--- src/rtl/muldiv_ctl.sv ---
// muldiv_ctl: iterative multiply/divide sequencer sitting beside the EX stage.
// Owns HI/LO. MULT/MULTU use a shift-add loop and DIV/DIVU a restoring loop.
// Every op takes a fixed 34 edges: accept, WIDTH iterations, one fix-up edge.
// The stall output holds HI/LO readers and further mul/div ops until the
// result has been committed. There is no bypass from an in-flight op.
module muldiv_ctl #(
  parameter int WIDTH = 32,
  parameter int CNT_W = 5
) (
  input  logic             clk,
  input  logic             reset,
  input  logic             flush,
  input  logic             ExtStall,
  input  logic             InstrVal_ID,
  input  logic [2:0]       MdOp_ID,
  input  logic [1:0]       MdRd_ID,
  input  logic [WIDTH-1:0] OpA_ID,
  input  logic [WIDTH-1:0] OpB_ID,
  output logic             MdStall_EX,
  output logic             MdBusy,
  output logic [WIDTH-1:0] HiLoRd_EX
);

  typedef enum logic [1:0] {
    IDLE  = 2'd0,
    MUL   = 2'd1,
    DIV   = 2'd2,
    FIXUP = 2'd3
  } state_t;

  localparam logic [2:0] OP_MULT  = 3'b001;
  localparam logic [2:0] OP_MULTU = 3'b010;
  localparam logic [2:0] OP_DIV   = 3'b011;
  localparam logic [2:0] OP_DIVU  = 3'b100;
  localparam logic [2:0] OP_MTHI  = 3'b101;
  localparam logic [2:0] OP_MTLO  = 3'b110;

  localparam logic [CNT_W-1:0] LAST_ITER = CNT_W'(WIDTH - 1);

  state_t stateReg, stateNext;
  logic [CNT_W-1:0] cntReg;
  logic [WIDTH-1:0] hiReg, loReg;

  // Iteration datapath. For multiplies accLo holds the multiplier and accHi
  // the growing upper half; for divides accLo holds the dividend that turns
  // into the quotient, accHi the partial remainder. opBReg is the
  // multiplicand or divisor magnitude.
  logic [WIDTH-1:0] opBReg;
  logic [WIDTH-1:0] accHiReg, accLoReg;
  logic             isDivReg;
  logic             negResReg;   // product / quotient must be negated
  logic             negAReg;     // remainder must be negated (sign of A)
  logic             divZeroReg;  // divisor was zero at accept
  logic [WIDTH-1:0] rawAReg;     // dividend before taking magnitude

  // Acceptance decode
  logic             val;
  logic             start;
  logic             opIsMul;
  logic             opIsSigned;
  logic             idle;
  logic             opUsed;
  logic             rdUsed;
  logic [WIDTH-1:0] absA, absB;

  // Per-iteration arithmetic
  logic [WIDTH:0]   mulSum;
  logic [WIDTH:0]   divShift;
  logic [WIDTH:0]   divDiff;
  logic             divFits;

  // Fix-up arithmetic
  logic [2*WIDTH-1:0] prodRaw, prodFix;
  logic [WIDTH-1:0]   quoFix, remFix;

  // Decode the presented instruction and form operand magnitudes.
  always_comb begin
    idle       = (stateReg == IDLE);
    val        = InstrVal_ID & ~flush & ~ExtStall;
    start      = val & ((MdOp_ID == OP_MULT) | (MdOp_ID == OP_MULTU) |
                        (MdOp_ID == OP_DIV)  | (MdOp_ID == OP_DIVU));
    opIsMul    = (MdOp_ID == OP_MULT) | (MdOp_ID == OP_MULTU);
    opIsSigned = (MdOp_ID == OP_MULT) | (MdOp_ID == OP_DIV);
    // Opcode 111 is unused and behaves like "no op", including for stalls.
    opUsed     = (MdOp_ID != 3'b000) & (MdOp_ID != 3'b111);
    rdUsed     = (MdRd_ID == 2'b01) | (MdRd_ID == 2'b10);
    absA       = (opIsSigned & OpA_ID[WIDTH-1]) ? -OpA_ID : OpA_ID;
    absB       = (opIsSigned & OpB_ID[WIDTH-1]) ? -OpB_ID : OpB_ID;
  end

  // One shift-add step and one restoring-divide step, evaluated every cycle.
  always_comb begin
    mulSum   = {1'b0, accHiReg} + (accLoReg[0] ? {1'b0, opBReg} : '0);
    divShift = {accHiReg, accLoReg[WIDTH-1]};
    divDiff  = divShift - {1'b0, opBReg};
    // Partial remainder stays below the divisor, so a clear top bit means
    // the subtraction did not borrow.
    divFits  = ~divDiff[WIDTH];
  end

  // Sign correction applied on the fix-up edge.
  always_comb begin
    prodRaw = {accHiReg, accLoReg};
    prodFix = negResReg ? -prodRaw : prodRaw;
    quoFix  = negResReg ? -accLoReg : accLoReg;
    remFix  = negAReg ? -accHiReg : accHiReg;
  end

  // State register and iteration counter.
  always_ff @(posedge clk) begin
    if (reset) begin
      stateReg <= IDLE;
      cntReg   <= '0;
    end else begin
      stateReg <= stateNext;
      if (stateReg == IDLE) begin
        cntReg <= '0;
      end else if ((stateReg == MUL) || (stateReg == DIV)) begin
        cntReg <= (cntReg == LAST_ITER) ? '0 : cntReg + 1'b1;
      end
    end
  end

  // Next-state logic: accept from IDLE, iterate WIDTH times, fix up once.
  always_comb begin
    stateNext = stateReg;
    unique case (stateReg)
      IDLE: begin
        if (start) begin
          stateNext = opIsMul ? MUL : DIV;
        end
      end
      MUL, DIV: begin
        if (cntReg == LAST_ITER) begin
          stateNext = FIXUP;
        end
      end
      FIXUP: begin
        stateNext = IDLE;
      end
      default: begin
        stateNext = IDLE;
      end
    endcase
  end

  // Operand latch on accept, then one multiply or divide iteration per edge.
  always_ff @(posedge clk) begin
    if (reset) begin
      opBReg     <= '0;
      accHiReg   <= '0;
      accLoReg   <= '0;
      isDivReg   <= 1'b0;
      negResReg  <= 1'b0;
      negAReg    <= 1'b0;
      divZeroReg <= 1'b0;
      rawAReg    <= '0;
    end else if (idle && start) begin
      opBReg     <= absB;
      accHiReg   <= '0;
      accLoReg   <= absA;
      isDivReg   <= ~opIsMul;
      negResReg  <= opIsSigned & (OpA_ID[WIDTH-1] ^ OpB_ID[WIDTH-1]);
      negAReg    <= opIsSigned & OpA_ID[WIDTH-1];
      divZeroReg <= (OpB_ID == '0);
      rawAReg    <= OpA_ID;
    end else if (stateReg == MUL) begin
      accHiReg <= mulSum[WIDTH:1];
      accLoReg <= {mulSum[0], accLoReg[WIDTH-1:1]};
    end else if (stateReg == DIV) begin
      accHiReg <= divFits ? divDiff[WIDTH-1:0] : divShift[WIDTH-1:0];
      accLoReg <= {accLoReg[WIDTH-2:0], divFits};
    end
  end

  // HI/LO: committed on the fix-up edge, or directly by MTHI/MTLO when idle.
  always_ff @(posedge clk) begin
    if (reset) begin
      hiReg <= '0;
      loReg <= '0;
    end else if (stateReg == FIXUP) begin
      if (!isDivReg) begin
        hiReg <= prodFix[2*WIDTH-1:WIDTH];
        loReg <= prodFix[WIDTH-1:0];
      end else if (divZeroReg) begin
        hiReg <= rawAReg;
        loReg <= '1;
      end else begin
        hiReg <= remFix;
        loReg <= quoFix;
      end
    end else if (idle && val) begin
      if (MdOp_ID == OP_MTHI) begin
        hiReg <= OpA_ID;
      end else if (MdOp_ID == OP_MTLO) begin
        loReg <= OpA_ID;
      end
    end
  end

  // Busy, stall request and HI/LO read mux are purely combinational.
  always_comb begin
    MdBusy     = (stateReg != IDLE);
    MdStall_EX = MdBusy & InstrVal_ID & (opUsed | rdUsed);
    unique case (MdRd_ID)
      2'b01:   HiLoRd_EX = loReg;
      2'b10:   HiLoRd_EX = hiReg;
      default: HiLoRd_EX = '0;
    endcase
  end

endmodule
--- config.mk ---
export PLATFORM = sky130hd
export DESIGN_NAME = muldiv_ctl
export DESIGN_NICKNAME = d
export VERILOG_FILES = /design/src/rtl/muldiv_ctl.sv
export SDC_FILE = /design/constraint.sdc
export NUM_CORES = 1
export LEC_CHECK = 0
export ABC_AREA = 1
export CAP_MARGIN = 0
export CELL_PAD_IN_SITES_DETAIL_PLACEMENT = 1
export CELL_PAD_IN_SITES_GLOBAL_PLACEMENT = 2
export CORE_MARGIN = 2
export CORE_UTILIZATION = 29
export DETAILED_ROUTE_END_ITERATION = 10
export PLACE_DENSITY = 0.88
export SYNTH_ARGS = -nofsm -noshare
export SYNTH_HDL_FRONTEND = slang
export SYNTH_SLANG_ARGS = --single-unit
export TNS_END_PERCENT = 5
--- constraint.sdc ---
create_clock -name clk -period 2.22 [get_ports clk]
set_input_delay 0.444 -clock clk [delete_from_list [all_inputs] [get_ports clk]]
set_output_delay 0.444 -clock clk [all_outputs]
set_load 0.05 [all_outputs]
## Word level (Yosys, flattened, before mapping)

Index checks and enable logic that the tools add are counted.

- ROM bits: 0
- Latch bits: 0
- Logic and storage cells: 103
- Memories: 0
- Memory bits (writable): 0
- Register bits after elaboration: 203

- Bitwise gates (word level): 20
- Reduce and logical (&&, ||, !) cells: 18
- Muxes and demuxes: 29
- Shift-type cells: 0
- Order comparisons: 0
- Add/subtract/negate cells: 8
- Multiply operators: 0
- Equality and inequality tests: 16
- Divide/modulo/power cells: 0

Operator list:

| cell | count |
|---|---|
| 2-to-1 mux 32 bit | 22 |
| negator 32 bit | 4 |
| 2-to-1 mux 64 bit | 1 |
| negator 64 bit | 1 |
| one-hot mux 32 bit (2 select lines) | 1 |
| adder 32 x 32 -> 33 bit | 1 |
| subtractor 33 x 32 -> 33 bit | 1 |
| zero test 32 bit | 1 |
| nonzero test 2 bit | 5 |
| AND 1 bit | 9 |
| equality test 3 bit (second input constant) | 3 |
| equality test 2 bit (second input constant) | 3 |
| equality test 3 x 2 -> 1 bit (second input constant) | 2 |
| 2-to-1 mux 2 bit | 3 |
| != test 2 bit (second input constant) | 3 |
| bitwise OR 1 bit | 6 |
| one-hot mux 2 bit (3 select lines) | 1 |
| nonzero test 3 bit | 2 |
| OR reduction 2 bit | 3 |
| adder 5 x 1 -> 5 bit (second input constant) | 1 |
| equality test 5 bit (second input constant) | 1 |
| 2-to-1 mux 5 bit | 1 |
| equality test 2 x 1 -> 1 bit (second input constant) | 2 |
| inverter 1 bit | 4 |
| 8 further kinds | 10 |

## Depth between registers and ports, before layout

- Depth after elaboration: 7
- Mapped depth: 21
- Gate-level depth less buffers: 20

## Least setup slack after synthesis

OpenSTA, ideal clock, no wires.

- Path type: in2out
- Start: in MdRd_ID[0]
- End: out MdStall_EX
- Stages on the path: 4
- Arrival: 2.158 ns
- Slack: -0.382 ns
- Required time: 1.776 ns
- Cells stage by stage: inv_1 -> ha_1 -> clkbuf_1 -> a311oi_1

- Cells in the longest elaborated chain, start to end: 4

RTL lines:

| item | RTL line | RTL |
|---|---|---|
| start: declaration | 16 | `input logic [1:0] MdRd_ID,` |
| equality test 2 x 1 -> 1 bit / equality test 2 bit (equally long branches) | 86 | `rdUsed = (MdRd_ID == 2'b01) \| (MdRd_ID == 2'b10);` |
| bitwise OR 1 bit (*) | 86 |  |
| bitwise OR 1 bit (*) | 204 | `MdStall_EX = MdBusy & InstrVal_ID & (opUsed \| rdUsed);` |
| AND 1 bit (*) | 204 |  |
| end: declaration | 19 | `output logic MdStall_EX,` |

Every way passes the cells marked *; elsewhere a longest branch is shown, timed or not.

## Final worst setup path

- Start: reg accHiReg[24]
- End: reg accHiReg[16]

- Cells in the longest elaborated chain, start to end: 4

RTL lines:

| item | RTL line | RTL |
|---|---|---|
| start: declaration | 49 | `logic [WIDTH-1:0] accHiReg, accLoReg;` |
| start signal: assignment | 168 | `accHiReg <= mulSum[WIDTH:1];` |
| start signal: assignment | 171 | `accHiReg <= divFits ? divDiff[WIDTH-1:0] : divShift[WIDTH-1:0];` |
| subtractor 33 x 32 -> 33 bit | 95 | `divDiff = divShift - {1'b0, opBReg};` |
| 2-to-1 mux 32 bit | 171 |  |
| 2-to-1 mux 32 bit | 170 | `end else if (stateReg == DIV) begin` |
| 2-to-1 mux 32 bit | 167 | `end else if (stateReg == MUL) begin` |

No other way between the ends. The select of a mux whose other input is x is not followed.
A chain may end at the register's enable or synchronous reset.

==> flow_summary.json <==
{
  "antenna_found_initial": 3,
  "htree_levels": 1,
  "syn_area_sq_mm": 0.0193,
  "start_util_pct": 29.3,
  "crit_path_cell_trace": "ha_4 > nand2_1 > nor2_1 > nand2_1 > inv_1 > a21oi_4 > buf_4 > nand3_4 > nand2_8 > buf_6 > buf_6 > nand2_2 > o21ai_1 > nand2_1 > a21oi_2",
  "antenna_left": 0,
  "first_pass_iters": 6,
  "cts_buffers": 28,
  "num_antenna_cells": 0,
  "final_common_cell": "nand2_1",
  "start_kind": "flip-flop",
  "fin_nets": 4297,
  "seq_area_frac_synth_pct": 21.0,
  "final-hold-violation-count": 0,
  "rows": 94,
  "hold_path_class": "primary input to flip-flop",
  "syn_inst": 3406,
  "drive_gt1_share_pct": 27.8,
  "worst_pin_slew_ns": 0.680,
  "drc_errors": 0,
  "die_x_um": 262,
  "grtUsageTotal_pct": 31.0,
  "num_vias": 27600,
  "mostFrequentLayoutCells": "934 x nand2_1, 697 x buf_4, 431 x inv_1, 293 x nor2_1, 233 x a21oi_1",
  "hold_slack_ns": 0.361,
  "grt-ovfl-total": 0,
  "violations": "setup timing",
  "wire_per_inst_um": 22.6,
  "worst-path-max-fanout": 7,
  "clkTransAtPathRegs_ns": 0.07,
  "cp_data_required_time_ns": 2.74,
  "dp_slack_ns": -1.48,
  "yosysWarnings": 0,
  "max-vdd-ir-drop_mv": 0.667,
  "fillCellCount": 8718,
  "io_buffers": 107,
  "die_h_um": 262,
  "clk_path_buf_depth": 3,
  "clk_latency_ns": 0.60,
  "grt_pass1_wl_um": 163000,
  "fmax_ghz": 0.356,
  "place_area_sq_mm": 0.0271,
  "hold_end": "accLoReg[22]",
  "critPathTopFamily": "simple AND/OR/NAND/NOR gates",
  "ys_types": 55,
  "io_pins": 108,
  "finClkSkew_ns": 0.0213,
  "period_needed_ns": 2.81,
  "final_area_sq_mm": 0.0294,
  "finalCritPeriodShare_pct": 127,
  "reg2reg_slack_ns": -0.59,
  "cellPowerDensity_mw_per_mm2": 1140,
  "die-area_sq_mm": 0.0687,
  "cpMostUsedCell": "nand2_1",
  "grt_max_degree": 58,
  "drt-total-wl_um": 113000,
  "r2r-start": "accHiReg[24]",
  "synth_seq_cells": 203,
  "clock-sinks": 203,
  "synth_nets": 3558,
  "setup_tns_ns": -13.12,
  "outcome": "finished with violations",
  "worstHoldStart": "reset",
  "area.growth.synth_to_final_pct": 52.1,
  "reg2reg_to": "accHiReg[16]",
  "dpl.hpwl_um": 87800,
  "total_leakage_power_uw": 0.0143,
  "coreArea_sq_mm": 0.0659,
  "drtIter0Drc": 2341,
  "rsz0062_at_grt": "yes",
  "cts_tree": "yes",
  "ys_async_sr_fraction_pct": 0,
  "synth.avg_cell_area_sq_um": 5.67,
  "cp_slowest_cell": "dfxtp_1",
  "setup_viol": 48,
  "slew_violations": 0,
  "yosys_most_used_dff": "dfxtp_1",
  "grt_pass1_vias": 27600,
  "worst_setup_path_end_kind": "flip-flop",
  "vias_per_cell": 5.49,
  "synth_edf_count": 0,
  "clock-root-buffer": "clkbuf_16",
  "reg2regPathDepth": 15,
  "hold_depth": 4,
  "utilization_pct": 44.6,
  "post-route-worst-setup-slack_ns": -0.589,
  "maxCapViolations": 0,
  "path_buf_inv": 4,
  "worstSetupPathType": "flip-flop to flip-flop",
  "cp_slowest_stage_delay_ns": 0.58,
  "place_congestion": 1.07,
  "cp.arrival_ns": 3.33,
  "timing.slew.headroom_pct": 54.5
}
-- power by group --
group	internal, uW	switching, uW	leakage [uW]
Clock	3120	2040	0.000491
Sequential	4130	535	0.00166
Combinational	9450	14200	0.0122
-- worst max path at each step --
stage | start | end | slack, ns | cells past startpoint
floorplan | MdRd_ID[0] | HiLoRd_EX[0] | -0.09 | 5
global placement | MdOp_ID[2] | accLoReg[31] | -1.20 | 11
detailed placement | MdOp_ID[2] | accLoReg[31] | -1.48 | 11
CTS | accLoReg[31] | accHiReg[17] | -0.23 | 20
global route | opBReg[19] | accHiReg[16] | -0.60 | 18
finish | accHiReg[24] | accHiReg[16] | -0.59 | 15
-- through the flow --
step                      total power (uW)  instances
after global placement               24900       4965
final                                33500       5030
after floorplan                      14900       3406
after detailed placement             25400       4965
after global routing                 35100       5030
after CTS                            31300       5024
-- cell families (layout without fill, tap and decap cells) --
| logic type | count (synthesis) | after routing | synth area share [%] |
|---|---|---|---|
| AO/OA/AOI/OAI | 753 | 753 | 22.1 |
| XOR/XNOR | 62 | 62 | 2.81 |
| AND/OR/NAND/NOR | 1699 | 1699 | 36.7 |
| buffers and inverters | 611 | 1371 | 12.2 |
| adder cells (fa/ha/maj) | 78 | 78 | 5.13 |
| flip-flops | 203 | 203 | 21.0 |
-- routing by layer --
metal	wire length [um]	share of wire (%)	global-route usage, %	vias to the layer above
met5	41	0.036	0	-
met4	9880	8.7	20.1	6
met3	8880	7.8	4.63	538
met2	51300	45	52.1	1397
met1	43300	38	36.7	13100
li1	-	-	-	12600
-- synth_stat cells (all sizes together), types with 38 or more instances --
cell	n	area share [%]
nor3	38	1.1
nor2	347	7.1
o21ai	286	7.5
xor2	52	2.4
inv	463	9.0
clkbuf	102	2.0
a31oi	44	1.4
nand4	40	1.3
dfxtp	203	21
a21oi	294	7.9
nand3	241	6.4
nand2	1003	20
ha	76	4.9
buf	42	1.1
-- sequential cells by signal (all words and copies together) (netlist names) --
signal and count:
divZeroReg 1, accLoReg 32, negResReg 1, isDivReg 1, negAReg 1, accHiReg 32, rawAReg 32, loReg 32
cntReg 5, stateReg 2, opBReg 32, hiReg 32
-- timing repair --
item / 4_1_cts / 5_1_grt
endpoints found under the setup margin: 97 / 136
gates resized for setup: 73 / 247
setup buffers: 7 / 6
hold buffers: 0 / 0
cloned: 1 / 0
pin swaps: 9 / 39
-- worst reg2reg max path, stage by stage (launching register included) --
cell and delay, ns:
dfxtp_1 0.58, ha_4 0.28, nand2_1 0.11, nor2_1 0.08, nand2_1 0.16, inv_1 0.09, a21oi_4 0.21, buf_4 0.16
nand3_4 0.12, nand2_8 0.13, buf_6 0.15, buf_6 0.17, nand2_2 0.06, o21ai_1 0.12, nand2_1 0.13, a21oi_2 0.18
-- cell type report --
type	instances	area, sq um	share of cell area, %
tap	864	1080	3.68
multi-input combinational	2592	14000	47.5
clock buffer	36	802	2.73
sequential	203	4080	13.9
inverter	467	1760	5.97
clock inverter	15	214	0.728
timing repair buffer	853	7490	25.5
Power figures use the tool's default switching activity.
